### src/rtl/prog_loader_pkg.sv
// loader_pkg: shared types and constants for the boot-time program loader.
//   - state_t      : loader FSM states (S_CSUM only exists with LOADER_CHECKSUM_EN)
//   - HDR_BYTES    : header length in bytes (count[15:0], pc[15:0])
//   - LOADER_ADDR_W / LOADER_DATA_W : default memory geometry
//   - CSUM_INIT    : seed of the running payload XOR
//   - hdr_bad()    : header legality check (count range, pc range)
// Optional feature macro: LOADER_CHECKSUM_EN
package loader_pkg;

  localparam int         HDR_BYTES     = 4;
  localparam int         LOADER_ADDR_W = 11;
  localparam int         LOADER_DATA_W = 32;
  localparam logic [7:0] CSUM_INIT     = 8'h00;

`ifdef LOADER_CHECKSUM_EN
  typedef enum logic [3:0] {
    S_CNT0 = 4'd0,
    S_CNT1 = 4'd1,
    S_PC0  = 4'd2,
    S_PC1  = 4'd3,
    S_DATA = 4'd4,
    S_WR   = 4'd5,
    S_CSUM = 4'd6,
    S_DONE = 4'd7,
    S_ERR  = 4'd8
  } state_t;
`else
  typedef enum logic [3:0] {
    S_CNT0 = 4'd0,
    S_CNT1 = 4'd1,
    S_PC0  = 4'd2,
    S_PC1  = 4'd3,
    S_DATA = 4'd4,
    S_WR   = 4'd5,
    S_DONE = 4'd7,
    S_ERR  = 4'd8
  } state_t;
`endif

  // A header is illegal when the word count exceeds the memory depth
  // or the start PC has bits set above the word-address width.
  function automatic logic hdr_bad(input logic [15:0] count,
                                   input logic [15:0] pc,
                                   input int          addr_w);
    logic [31:0] depth;
    depth = 32'd1 << addr_w;
    return ({16'd0, count} > depth) || (({16'd0, pc} >> addr_w) != 32'd0);
  endfunction

endpackage

### src/rtl/prog_loader_if.sv
// prog_loader_if: byte-stream input and memory port A of the program loader.
//   in_valid/in_data/in_ready : byte stream (valid/ready)
//   mem_wren/mem_addr/mem_data: write side of instruction memory port A
// Modports: master = loader side, slave = stream source / memory side.
interface prog_loader_if #(
  parameter int ADDR_W = 11,
  parameter int DATA_W = 32
);
  logic              in_valid;
  logic [7:0]        in_data;
  logic              in_ready;
  logic              mem_wren;
  logic [ADDR_W-1:0] mem_addr;
  logic [DATA_W-1:0] mem_data;

  modport master (
    input  in_valid, in_data,
    output in_ready, mem_wren, mem_addr, mem_data
  );

  modport slave (
    output in_valid, in_data,
    input  in_ready, mem_wren, mem_addr, mem_data
  );
endinterface

### src/rtl/prog_loader_byte_packer.sv
// byte_packer: packs bytes little-endian into a DATA_W word.
//   clk, rst_n : clock, async active-low reset
//   clr        : discard partial word, restart at lane 0
//   en         : byte_in is consumed this cycle
//   byte_in    : byte to insert at the current lane
//   word       : stored partial word with byte_in already inserted (when en)
//   word_full  : en on the last lane; word is then complete
module byte_packer #(
  parameter int DATA_W = 32
) (
  input  logic              clk,
  input  logic              rst_n,
  input  logic              clr,
  input  logic              en,
  input  logic [7:0]        byte_in,
  output logic [DATA_W-1:0] word,
  output logic              word_full
);
  localparam int LANES  = DATA_W / 8;
  localparam int LANE_W = (LANES > 1) ? $clog2(LANES) : 1;

  logic [LANE_W-1:0] lane_r;
  logic [DATA_W-1:0] acc_r;

  // Insert the incoming byte into its lane; flag the final lane.
  always_comb begin
    word      = acc_r;
    word_full = 1'b0;
    if (en) begin
      word[int'(lane_r)*8 +: 8] = byte_in;
      word_full = (lane_r == LANE_W'(LANES - 1));
    end else begin
      word      = acc_r;
      word_full = 1'b0;
    end
  end

  // Lane counter and partial-word accumulator; cleared once a word completes.
  always_ff @(posedge clk or negedge rst_n) begin
    if (!rst_n) begin
      lane_r <= '0;
      acc_r  <= '0;
    end else if (clr) begin
      lane_r <= '0;
      acc_r  <= '0;
    end else if (en) begin
      if (word_full) begin
        lane_r <= '0;
        acc_r  <= '0;
      end else begin
        lane_r <= lane_r + LANE_W'(1);
        acc_r  <= word;
      end
    end
  end
endmodule

### src/rtl/prog_loader.sv
// prog_loader: boot-time loader. Parses a 4-byte header (count, start PC),
// writes count little-endian packed words to memory port A at addresses
// 0..count-1, then releases the CPU with the received start PC.
//   clk, rst_n : clock, async active-low reset
//   bus        : prog_loader_if.master (byte stream in, memory port A out)
//   cpu_rst_n  : CPU reset, low until the load completes
//   start_pc   : PC handed to the CPU on release
//   done       : load complete
//   err        : malformed stream, CPU held in reset until rst_n
// Optional feature macro: LOADER_CHECKSUM_EN (trailing XOR checksum byte).
module prog_loader
  import loader_pkg::*;
#(
  parameter int ADDR_W = LOADER_ADDR_W,
  parameter int DATA_W = LOADER_DATA_W
) (
  input  logic              clk,
  input  logic              rst_n,
  prog_loader_if.master     bus,
  output logic              cpu_rst_n,
  output logic [ADDR_W-1:0] start_pc,
  output logic              done,
  output logic              err
);
`ifdef LOADER_CHECKSUM_EN
  localparam state_t S_END = S_CSUM;
`else
  localparam state_t S_END = S_DONE;
`endif

  state_t            state_r, state_s;
  logic [15:0]       count_r, count_s;
  logic [15:0]       pc_r, pc_s;
  logic [ADDR_W:0]   idx_r, idx_s;
  logic              accept_s;
  logic              ready_s;
  logic              pk_clr_s, pk_en_s, pk_full_s;
  logic [DATA_W-1:0] pk_word_s;

  logic              in_ready_r, mem_wren_r, cpu_rst_n_r, done_r, err_r;
  logic [ADDR_W-1:0] mem_addr_r, start_pc_r;
  logic [DATA_W-1:0] mem_data_r;
`ifdef LOADER_CHECKSUM_EN
  logic [7:0]        csum_r, csum_s;
`endif

  assign accept_s = bus.in_valid && in_ready_r;

  byte_packer #(.DATA_W(DATA_W)) u_packer (
    .clk      (clk),
    .rst_n    (rst_n),
    .clr      (pk_clr_s),
    .en       (pk_en_s),
    .byte_in  (bus.in_data),
    .word     (pk_word_s),
    .word_full(pk_full_s)
  );

  // Next-state and header/index bookkeeping.
  always_comb begin
    state_s  = state_r;
    count_s  = count_r;
    pc_s     = pc_r;
    idx_s    = idx_r;
    pk_clr_s = 1'b0;
    pk_en_s  = 1'b0;
`ifdef LOADER_CHECKSUM_EN
    csum_s   = csum_r;
`endif
    case (state_r)
      S_CNT0: begin
        if (accept_s) begin
          count_s[7:0] = bus.in_data;
          state_s      = S_CNT1;
        end else begin
          state_s = state_r;
        end
      end
      S_CNT1: begin
        if (accept_s) begin
          count_s[15:8] = bus.in_data;
          state_s       = S_PC0;
        end else begin
          state_s = state_r;
        end
      end
      S_PC0: begin
        if (accept_s) begin
          pc_s[7:0] = bus.in_data;
          state_s   = S_PC1;
        end else begin
          state_s = state_r;
        end
      end
      S_PC1: begin
        if (accept_s) begin
          pc_s[15:8] = bus.in_data;
          idx_s      = '0;
          pk_clr_s   = 1'b1;
`ifdef LOADER_CHECKSUM_EN
          csum_s     = CSUM_INIT;
`endif
          if (hdr_bad(count_r, pc_s, ADDR_W)) begin
            state_s = S_ERR;
          end else if (count_r == 16'd0) begin
            state_s = S_END;
          end else begin
            state_s = S_DATA;
          end
        end else begin
          state_s = state_r;
        end
      end
      S_DATA: begin
        if (accept_s) begin
          pk_en_s = 1'b1;
`ifdef LOADER_CHECKSUM_EN
          csum_s  = csum_r ^ bus.in_data;
`endif
          if (pk_full_s) begin
            state_s = S_WR;
          end else begin
            state_s = state_r;
          end
        end else begin
          state_s = state_r;
        end
      end
      S_WR: begin
        // Index is one bit wider than the address so count == depth ends cleanly.
        idx_s = idx_r + (ADDR_W + 1)'(1);
        if (32'(idx_s) == 32'(count_r)) begin
          state_s = S_END;
        end else begin
          state_s = S_DATA;
        end
      end
`ifdef LOADER_CHECKSUM_EN
      S_CSUM: begin
        if (accept_s) begin
          if (bus.in_data == csum_r) begin
            state_s = S_DONE;
          end else begin
            state_s = S_ERR;
          end
        end else begin
          state_s = state_r;
        end
      end
`endif
      S_DONE:  state_s = S_DONE;
      S_ERR:   state_s = S_ERR;
      default: state_s = S_ERR;
    endcase
  end

  // Stream acceptance is allowed in the header, data and checksum states.
  always_comb begin
    ready_s = 1'b0;
    case (state_s)
      S_CNT0, S_CNT1, S_PC0, S_PC1, S_DATA: ready_s = 1'b1;
`ifdef LOADER_CHECKSUM_EN
      S_CSUM:                               ready_s = 1'b1;
`endif
      default:                              ready_s = 1'b0;
    endcase
  end

  // FSM state and header/index registers.
  always_ff @(posedge clk or negedge rst_n) begin
    if (!rst_n) begin
      state_r <= S_CNT0;
      count_r <= 16'd0;
      pc_r    <= 16'd0;
      idx_r   <= '0;
`ifdef LOADER_CHECKSUM_EN
      csum_r  <= CSUM_INIT;
`endif
    end else begin
      state_r <= state_s;
      count_r <= count_s;
      pc_r    <= pc_s;
      idx_r   <= idx_s;
`ifdef LOADER_CHECKSUM_EN
      csum_r  <= csum_s;
`endif
    end
  end

  // Registered outputs, decoded from the next state so they align with it.
  always_ff @(posedge clk or negedge rst_n) begin
    if (!rst_n) begin
      in_ready_r  <= 1'b0;
      mem_wren_r  <= 1'b0;
      mem_addr_r  <= '0;
      mem_data_r  <= '0;
      cpu_rst_n_r <= 1'b0;
      start_pc_r  <= '0;
      done_r      <= 1'b0;
      err_r       <= 1'b0;
    end else begin
      in_ready_r  <= ready_s;
      mem_wren_r  <= (state_s == S_WR);
      cpu_rst_n_r <= (state_s == S_DONE);
      done_r      <= (state_s == S_DONE);
      err_r       <= (state_s == S_ERR);
      if (state_s == S_WR) begin
        mem_addr_r <= idx_r[ADDR_W-1:0];
        mem_data_r <= pk_word_s;
      end
      if ((state_s == S_DONE) && (state_r != S_DONE)) begin
        start_pc_r <= pc_s[ADDR_W-1:0];
      end
    end
  end

  assign bus.in_ready = in_ready_r;
  assign bus.mem_wren = mem_wren_r;
  assign bus.mem_addr = mem_addr_r;
  assign bus.mem_data = mem_data_r;
  assign cpu_rst_n    = cpu_rst_n_r;
  assign start_pc     = start_pc_r;
  assign done         = done_r;
  assign err          = err_r;
endmodule
### src/flat_wrapper.sv
// flat-port wrapper written by rule: the top's interface ports become plain ports
module prog_loader_flat import loader_pkg::*;
#(
  parameter int ADDR_W = LOADER_ADDR_W,
  parameter int DATA_W = LOADER_DATA_W
)
  (clk, rst_n, cpu_rst_n, start_pc, done, err, bus_in_valid, bus_in_data, bus_in_ready, bus_mem_wren, bus_mem_addr, bus_mem_data);
  prog_loader_if #(.ADDR_W(ADDR_W), .DATA_W(DATA_W)) bus_i ();
  input  logic clk;
  input  logic rst_n;
  output logic cpu_rst_n;
  output logic [ADDR_W-1:0] start_pc;
  output logic done;
  output logic err;
  input wire logic [$bits(bus_i.in_valid)-1:0] bus_in_valid;
  input wire logic [$bits(bus_i.in_data)-1:0] bus_in_data;
  output wire logic [$bits(bus_i.in_ready)-1:0] bus_in_ready;
  output wire logic [$bits(bus_i.mem_wren)-1:0] bus_mem_wren;
  output wire logic [$bits(bus_i.mem_addr)-1:0] bus_mem_addr;
  output wire logic [$bits(bus_i.mem_data)-1:0] bus_mem_data;
  assign bus_i.in_valid = bus_in_valid;
  assign bus_i.in_data = bus_in_data;
  assign bus_in_ready = bus_i.in_ready;
  assign bus_mem_wren = bus_i.mem_wren;
  assign bus_mem_addr = bus_i.mem_addr;
  assign bus_mem_data = bus_i.mem_data;
  prog_loader #(.ADDR_W(ADDR_W), .DATA_W(DATA_W)) u_core (.clk(clk), .rst_n(rst_n), .bus(bus_i), .cpu_rst_n(cpu_rst_n), .start_pc(start_pc), .done(done), .err(err));
endmodule
### config.mk
export PLATFORM = sky130hd
export DESIGN_NAME = prog_loader_flat
export DESIGN_NICKNAME = d
export VERILOG_FILES = /design/src/rtl/prog_loader_pkg.sv /design/src/rtl/prog_loader_if.sv /design/src/rtl/prog_loader_byte_packer.sv /design/src/rtl/prog_loader.sv /design/src/flat_wrapper.sv
export SDC_FILE = /design/constraint.sdc
export NUM_CORES = 1
export LEC_CHECK = 0
export CAP_MARGIN = 20
export CORE_UTILIZATION = 30
export CTS_CLUSTER_DIAMETER = 120
export DETAILED_ROUTE_END_ITERATION = 10
export DONT_BUFFER_PORTS = 1
export PLACE_DENSITY = 0.41
export SYNTH_ARGS = -nofsm -noshare
export SYNTH_HDL_FRONTEND = slang
export SYNTH_SLANG_ARGS = --single-unit
### constraint.sdc
create_clock -name clk -period 6.15 [get_ports clk]
set_input_delay 0.9225 -clock clk [delete_from_list [all_inputs] [get_ports clk]]
set_output_delay 0.9225 -clock clk [all_outputs]
set_load 0.1 [all_outputs]
Yosys cells after proc, flatten, opt, wreduce, memory -nomap -nowiden
Index checks and enable logic that the tools add are counted.

Register bits after elaboration: 135. Output and inout bits: 59. Logic and storage cells: 79.

Add/subtract/negate cells: 3. Magnitude comparators: 1. Eq/ne operators: 17. Shift-type cells: 2. Mux-type cells: 29. Reduce and logical (&&, ||, !) cells: 13.

Operator list (number): 2-to-1 mux 32 bit (4); negation 5 -> 33 bit (1); variable shift 8 x 33 -> 32 bit (first input constant) (1); indexed part select 8 x 33 -> 32 bit (1); bitwise mux 32 bit (1); nonzero test 32 bit (1); 2-to-1 mux 4 bit (7); case mux 4 bit (7 select lines) (1); equality test 4 x 3 -> 1 bit (second input constant) (6); case mux 12 bit (2 select lines) (1); equality test 12 x 16 -> 1 bit (1); equality test 4 x 2 -> 1 bit (second input constant) (4); > comparator 16 x 12 -> 1 bit (second input constant) (1); logical NOT 16 bit (1); 2-to-1 mux 8 bit (2); adder 12 x 1 -> 12 bit (second input constant) (1); 2-to-1 mux 12 bit (1); 2-to-1 mux 2 bit (5); equality test 4 x 1 -> 1 bit (second input constant) (2); logical NOT 4 bit (2); 2-to-1 mux 3 bit (2); AND reduction 2 bit (3); 2-to-1 mux 1 bit (5); OR reduction 5 bit (1); other kinds (8) (10).

Logic depth before layout (Yosys ltp)
Word-level depth: 10. Gate-level depth with buffers: 9. Mapped depth without buffers: 7.

Cells and area by module
From an unflattened synthesis, not the netlist that was laid out.

Cells, all modules: 582. Area, all modules: 6239.7 µm².

By module, submodules not included: prog_loader (times used 1, cells an instance 438, area each 4534.3 µm², seq. area each 2527.4 µm²); byte_packer (times used 1, cells an instance 144, area each 1705.4 µm², seq. area each 850.8 µm²).

Worst setup path after synthesis
No wires, ideal clock.

Path kind: register to register. Start point: register u_core.in_ready_r (netlist: u_core.bus.in_ready). End point: register u_core.idx_r[10]. Arrival: 2.513 ns. Required time: 6.017 ns. Path slack: 3.505 ns. Stages on the path, launching flop included: 9. Buffers on the path: 2. Cell sequence: dfrtp_1 > nand2_1 > nor3_1 > and3_1 > clkbuf_1 > clkbuf_1 > nor2_1 > o21ai_0 > o31ai_1.

Longest elaborated chain between the ends: 3.

Ends and longest elaborated chain: start: declaration (RTL line prog_loader.sv:40) `logic in_ready_r, mem_wren_r, cpu_rst_n_r, done_r, err_r;`; start signal: assignment (RTL line prog_loader.sv:202) `in_ready_r <= ready_s;`; logical AND 1 bit (RTL line prog_loader.sv:47) `assign accept_s = bus.in_valid && in_ready_r;`; inequality test 2 x 1 -> 1 bit (no source line); AND reduction 2 bit (no source line); end signal: assignment (RTL line prog_loader.sv:183) `idx_r <= idx_s;`; end: declaration (RTL line prog_loader.sv:34) `logic [ADDR_W:0] idx_r, idx_s;`.

No other way between the ends. A chain may end at the register's enable or synchronous reset.

Worst setup path in the final report
Start point: register u_core.in_ready_r (netlist: u_core.bus.in_ready). End point: register u_core.mem_data_r[26] (netlist: u_core.bus.mem_data[26]).

Longest elaborated chain between the ends: 8.

Ends and longest elaborated chain: logical AND 1 bit (*) (RTL line prog_loader.sv:47); 2-to-1 mux 1 bit (RTL line prog_loader.sv:115) `if (accept_s) begin`; 2-to-1 mux 1 bit (RTL line prog_loader.sv:70) `case (state_r)`; 2-to-1 mux 1 bit (RTL line prog_loader_byte_packer.sv:29) `if (en) begin`; 2-to-1 mux 4 bit (RTL line prog_loader.sv:120) `if (pk_full_s) begin`; 2-to-1 mux 4 bit (RTL line prog_loader.sv:115); case mux 4 bit (7 select lines) (RTL line prog_loader.sv:70); equality test 4 x 3 -> 1 bit (RTL line prog_loader.sv:207) `if (state_s == S_WR) begin`; end signal: assignment (RTL line prog_loader.sv:209) `mem_data_r <= pk_word_s;`; end: declaration (RTL line prog_loader.sv:42) `logic [DATA_W-1:0] mem_data_r;`.

Mark *: on every way between the ends. The rest lies on a longest branch, timed or not.

==> reports/summary.log <==
qor: run_status.outcome complete, no violations
qor: floorplanning.chipWidth 142 um
qor: floorplanning.num_io_pins 70
qor: finish.area_delta_synth_final 13.3%
qor: timing.setup_total_negative_slack 0 ns
qor: global_route.antenna_violations_before_repair 0
qor: finish.num_antenna_cells 0
qor: setup_path.worstPathArrival 3.92 ns
qor: global_route.largest_net_degree_at_the_start_of_global_routing 128
qor: logic_synthesis.synth.lib_cells_used.distinct 50
qor: logic_synthesis.synth_fa_ha_area_frac 0.0127
qor: cts.root_buffer sky130_fd_sc_hd__clkbuf_16
qor: cts.post_cts_buffers 0
qor: cts.cts_tree built
qor: setup_path.timing.reg2reg.setup_slack 2.59 ns
qor: setup_path.critPathMaxFanout 68
qor: cts.cts_hold_buffers 0
qor: placement.io_buffers 0
qor: finish.drive_above_1_share 0.138
qor: floorplanning.initial_core_util 0.311
qor: setup_path.critical_path_source_type register
qor: timing.maxClockFrequency 281 MHz
qor: timing.final_critical_path_required_period 3.56 ns
qor: cts.cts-root-to-sink-buffers 2
qor: cts.clk_transition_reported_paths 0.06 ns
qor: timing.final-max-slew-violation-count 0
qor: logic_synthesis.leading_register_cell_type_out_of_synthesis sky130_fd_sc_hd__dfrtp_1
qor: timing.max_slew.worst_pin.slew 1.05 ns
qor: cts.insertion_delay 0.42 ns
qor: route.drt_iter0_drc 446
qor: run.maxCapViolations 0
qor: route.drt_pre_antenna_iters 5
qor: cts.cts_htree_levels 4
qor: power_and_ir_drop.power.density 325 nW/um^2
qor: route.routed_via_density 4.98
qor: logic_synthesis.synthXorXnorAreaFrac 0.0275
qor: timing.hold_violations 0
qor: logic_synthesis.syn-instance-count 580
qor: setup_path.worstPathRequired 6.50 ns
qor: logic_synthesis.synth.net_count 597
qor: timing.worst_clock_skew 0.00726 ns
qor: finish.multi_input_combinational_cell_area 2520 um^2
qor: logic_synthesis.muxShareOfSynthArea 0.0788
qor: finish.final_nets 578
qor: route.drt.antenna.violating_nets 0
qor: logic_synthesis.syn_area 5910 um^2
qor: floorplanning.fp.dieArea 20,300 um^2
qor: finish.nFillCells 1,954
qor: logic_synthesis.synth-compound-area-share 0.137
qor: timing.fin_crit_sh 0.579
qor: route.wl_per_cell 17.9 um
qor: logic_synthesis.synth_top_family_by_area simple AND/OR/NAND/NOR gates
qor: floorplanning.rows 50
qor: placement.place.detailed.hpwl 9.44 mm
qor: global_route.wire_length_of_the_first_global_routing_pass 24.4 mm
qor: worst_hold_path.holdCritPathClass input pin to async pin
qor: route.via_count 4,156
qor: placement.placedInstanceArea 6050 um^2
qor: logic_synthesis.syn-mean-instance-area 10.2 um^2
qor: power_and_ir_drop.p_leak 2.99 nW
qor: setup_path.endpoint_kind register
qor: logic_synthesis.synth_async_reset_ratio 1.00
qor: route.route.detailed.drc 0
qor: global_route.global_route.usage.total 0.162
qor: floorplanning.die_boundary_height 142 um
qor: global_route.vias_in_the_first_global_route 4,262
qor: finish.commonest_cells_after_routing_fill_and_taps_aside 126 x sky130_fd_sc_hd__dfrtp_1, 117 x sky130_fd_sc_hd__nand2_1, 46 x sky130_fd_sc_hd__nor2_1
qor: power_and_ir_drop.vdd.ir_drop.worst 0.193 mV
qor: timing.report.final.setup_viol 0
qor: logic_synthesis.number_of_flops_mapped_to_enable_cells_by_yosys 0
qor: logic_synthesis.simple_gate_fraction_of_synth_area 0.171
qor: cts.cts_made_buffers 17
qor: finish.most_frequent_standard_cell_in_the_layout_excluding_fill_and_tap_cells sky130_fd_sc_hd__dfrtp_1
qor: finish.stdcell_area 6700 um^2
qor: setup_path.critPathKind register to register
qor: timing.grt_setup_unrepaired no
qor: cts.cts_sinks 127
qor: global_route.gr-total-overflow 0
qor: logic_synthesis.ys_seq_area_frac 0.538
qor: timing.timing.slew.headroom 0.298
qor: cts.post_cts.resized_instances 0
qor: route.routed_wl 15.0 mm
qor: placement.finalWeightedCongestion 0.799
qor: logic_synthesis.number_of_warning_messages_in_the_yosys_log 0
qor: logic_synthesis.ys_seq_elements 127
qor: finish.seqCellArea 3180 um^2
qor: floorplanning.floorplan.core_area 19,000 um^2
[cell type report]
cell class | instances | share of cell area
flip-flops and latches | 127 | 0.475
multi-input cells | 409 | 0.377
clock buffers | 17 | 0.0635
well taps | 260 | 0.0486
clock inverters | 15 | 0.0312
repair buffers | 3 | 0.00299
inverters | 3 | 0.00168
[metrics by stage]
step | hold slack, ns | setup WS (ns) | power [mW] | util | instances
after floorplan | 0.466 | 3.50 | 1.08 | - | 580
after global placement | 0.475 | 2.58 | 1.10 | 0.318 | 800
after detailed placement | 0.485 | 2.50 | 1.10 | 0.318 | 800
after CTS | 0.174 | 2.47 | 2.21 | 0.351 | 832
after global routing | 0.169 | 2.18 | 2.27 | 0.352 | 834
final | 0.201 | 2.59 | 2.17 | 0.352 | 834
[Yosys cell counts, types with 4 or more instances]
master | instances | area share
sky130_fd_sc_hd__mux2_4 | 10 | 0.025
sky130_fd_sc_hd__o31ai_1 | 4 | 0.0051
sky130_fd_sc_hd__ha_1 | 6 | 0.013
sky130_fd_sc_hd__xor2_1 | 10 | 0.015
sky130_fd_sc_hd__o21ai_0 | 38 | 0.032
sky130_fd_sc_hd__nand2_1 | 118 | 0.075
sky130_fd_sc_hd__nand3_1 | 15 | 0.013
sky130_fd_sc_hd__nand3b_1 | 4 | 0.0051
sky130_fd_sc_hd__buf_2 | 4 | 0.0034
sky130_fd_sc_hd__nor4_1 | 4 | 0.0042
sky130_fd_sc_hd__mux2_2 | 28 | 0.053
sky130_fd_sc_hd__a22o_1 | 24 | 0.036
sky130_fd_sc_hd__a21oi_1 | 30 | 0.025
sky130_fd_sc_hd__nor2_1 | 46 | 0.029
sky130_fd_sc_hd__xnor2_1 | 6 | 0.0089
sky130_fd_sc_hd__a31oi_1 | 5 | 0.0053
sky130_fd_sc_hd__and3_1 | 7 | 0.0074
sky130_fd_sc_hd__nor3_1 | 6 | 0.0051
sky130_fd_sc_hd__clkbuf_1 | 30 | 0.019
sky130_fd_sc_hd__o41ai_1 | 4 | 0.0059
sky130_fd_sc_hd__buf_4 | 4 | 0.0051
sky130_fd_sc_hd__nor3b_1 | 5 | 0.0064
sky130_fd_sc_hd__nand4_1 | 4 | 0.0042
sky130_fd_sc_hd__dfrtp_1 | 127 | 0.54
[state kept, by name (all words and copies together) (netlist names), 4 cells and up]
register,flops
u_core.bus.mem_data,32
u_core.u_packer.acc_r,24
u_core.count_r,16
u_core.idx_r,12
u_core.bus.mem_addr,11
u_core.pc_r,11
u_core.start_pc,11
u_core.state_r,4
[layer usage]
layer	part of all wire	wire (um)	GRT usage	up-vias
met3	0.061	910	0.0495	16
met4	0.015	222	0.0662	0
li1	-	-	-	1997
met2	0.44	6610	0.230	112
met5	0	0	0	-
met1	0.48	7220	0.226	2031
[worst max-delay path, stage by stage, from the launching register on]
cell and delay [ns]:
sky130_fd_sc_hd__dfrtp_1 1.01, sky130_fd_sc_hd__nand2_1 0.31, sky130_fd_sc_hd__nor4_1 0.87, sky130_fd_sc_hd__nand2_2 0.07, sky130_fd_sc_hd__buf_4 0.34, sky130_fd_sc_hd__inv_1 0.62, sky130_fd_sc_hd__nand3_1 0.16, sky130_fd_sc_hd__nand2_1 0.11
[logic make-up after synthesis]
family,count (synthesis)
adders and majority gates,6
DFF,127
buffers and inverters,44
and+or+nand+nor,226
AOI/OAI and AO/OA,122
muxes,38
xor gates and xnor gates,17
[where the power goes]
part	total, mW	leakage [nW]	internal (mW)	switching [mW]
Sequential	0.954	1.71	0.887	0.0668
Clock	1.08	0.301	0.684	0.399
Combinational	0.136	0.985	0.0798	0.0559
[worst paths after layout]
path | start | endpoint | cells after the start
worst max-delay path | u_core.bus.in_ready | u_core.bus.mem_data[26] | 7
min in group clk | u_core.pc_r[3] | u_core.pc_r[3] | 1
max in group asynchronous | rst_n | u_core.u_packer.acc_r[5] | 0
worst max register to register | u_core.bus.in_ready | u_core.bus.mem_data[26] | 7
worst min register to register | u_core.pc_r[3] | u_core.pc_r[3] | 1
worst min-delay path | rst_n | u_core.start_pc[9] | 0
Power figures use the tool's default switching activity.
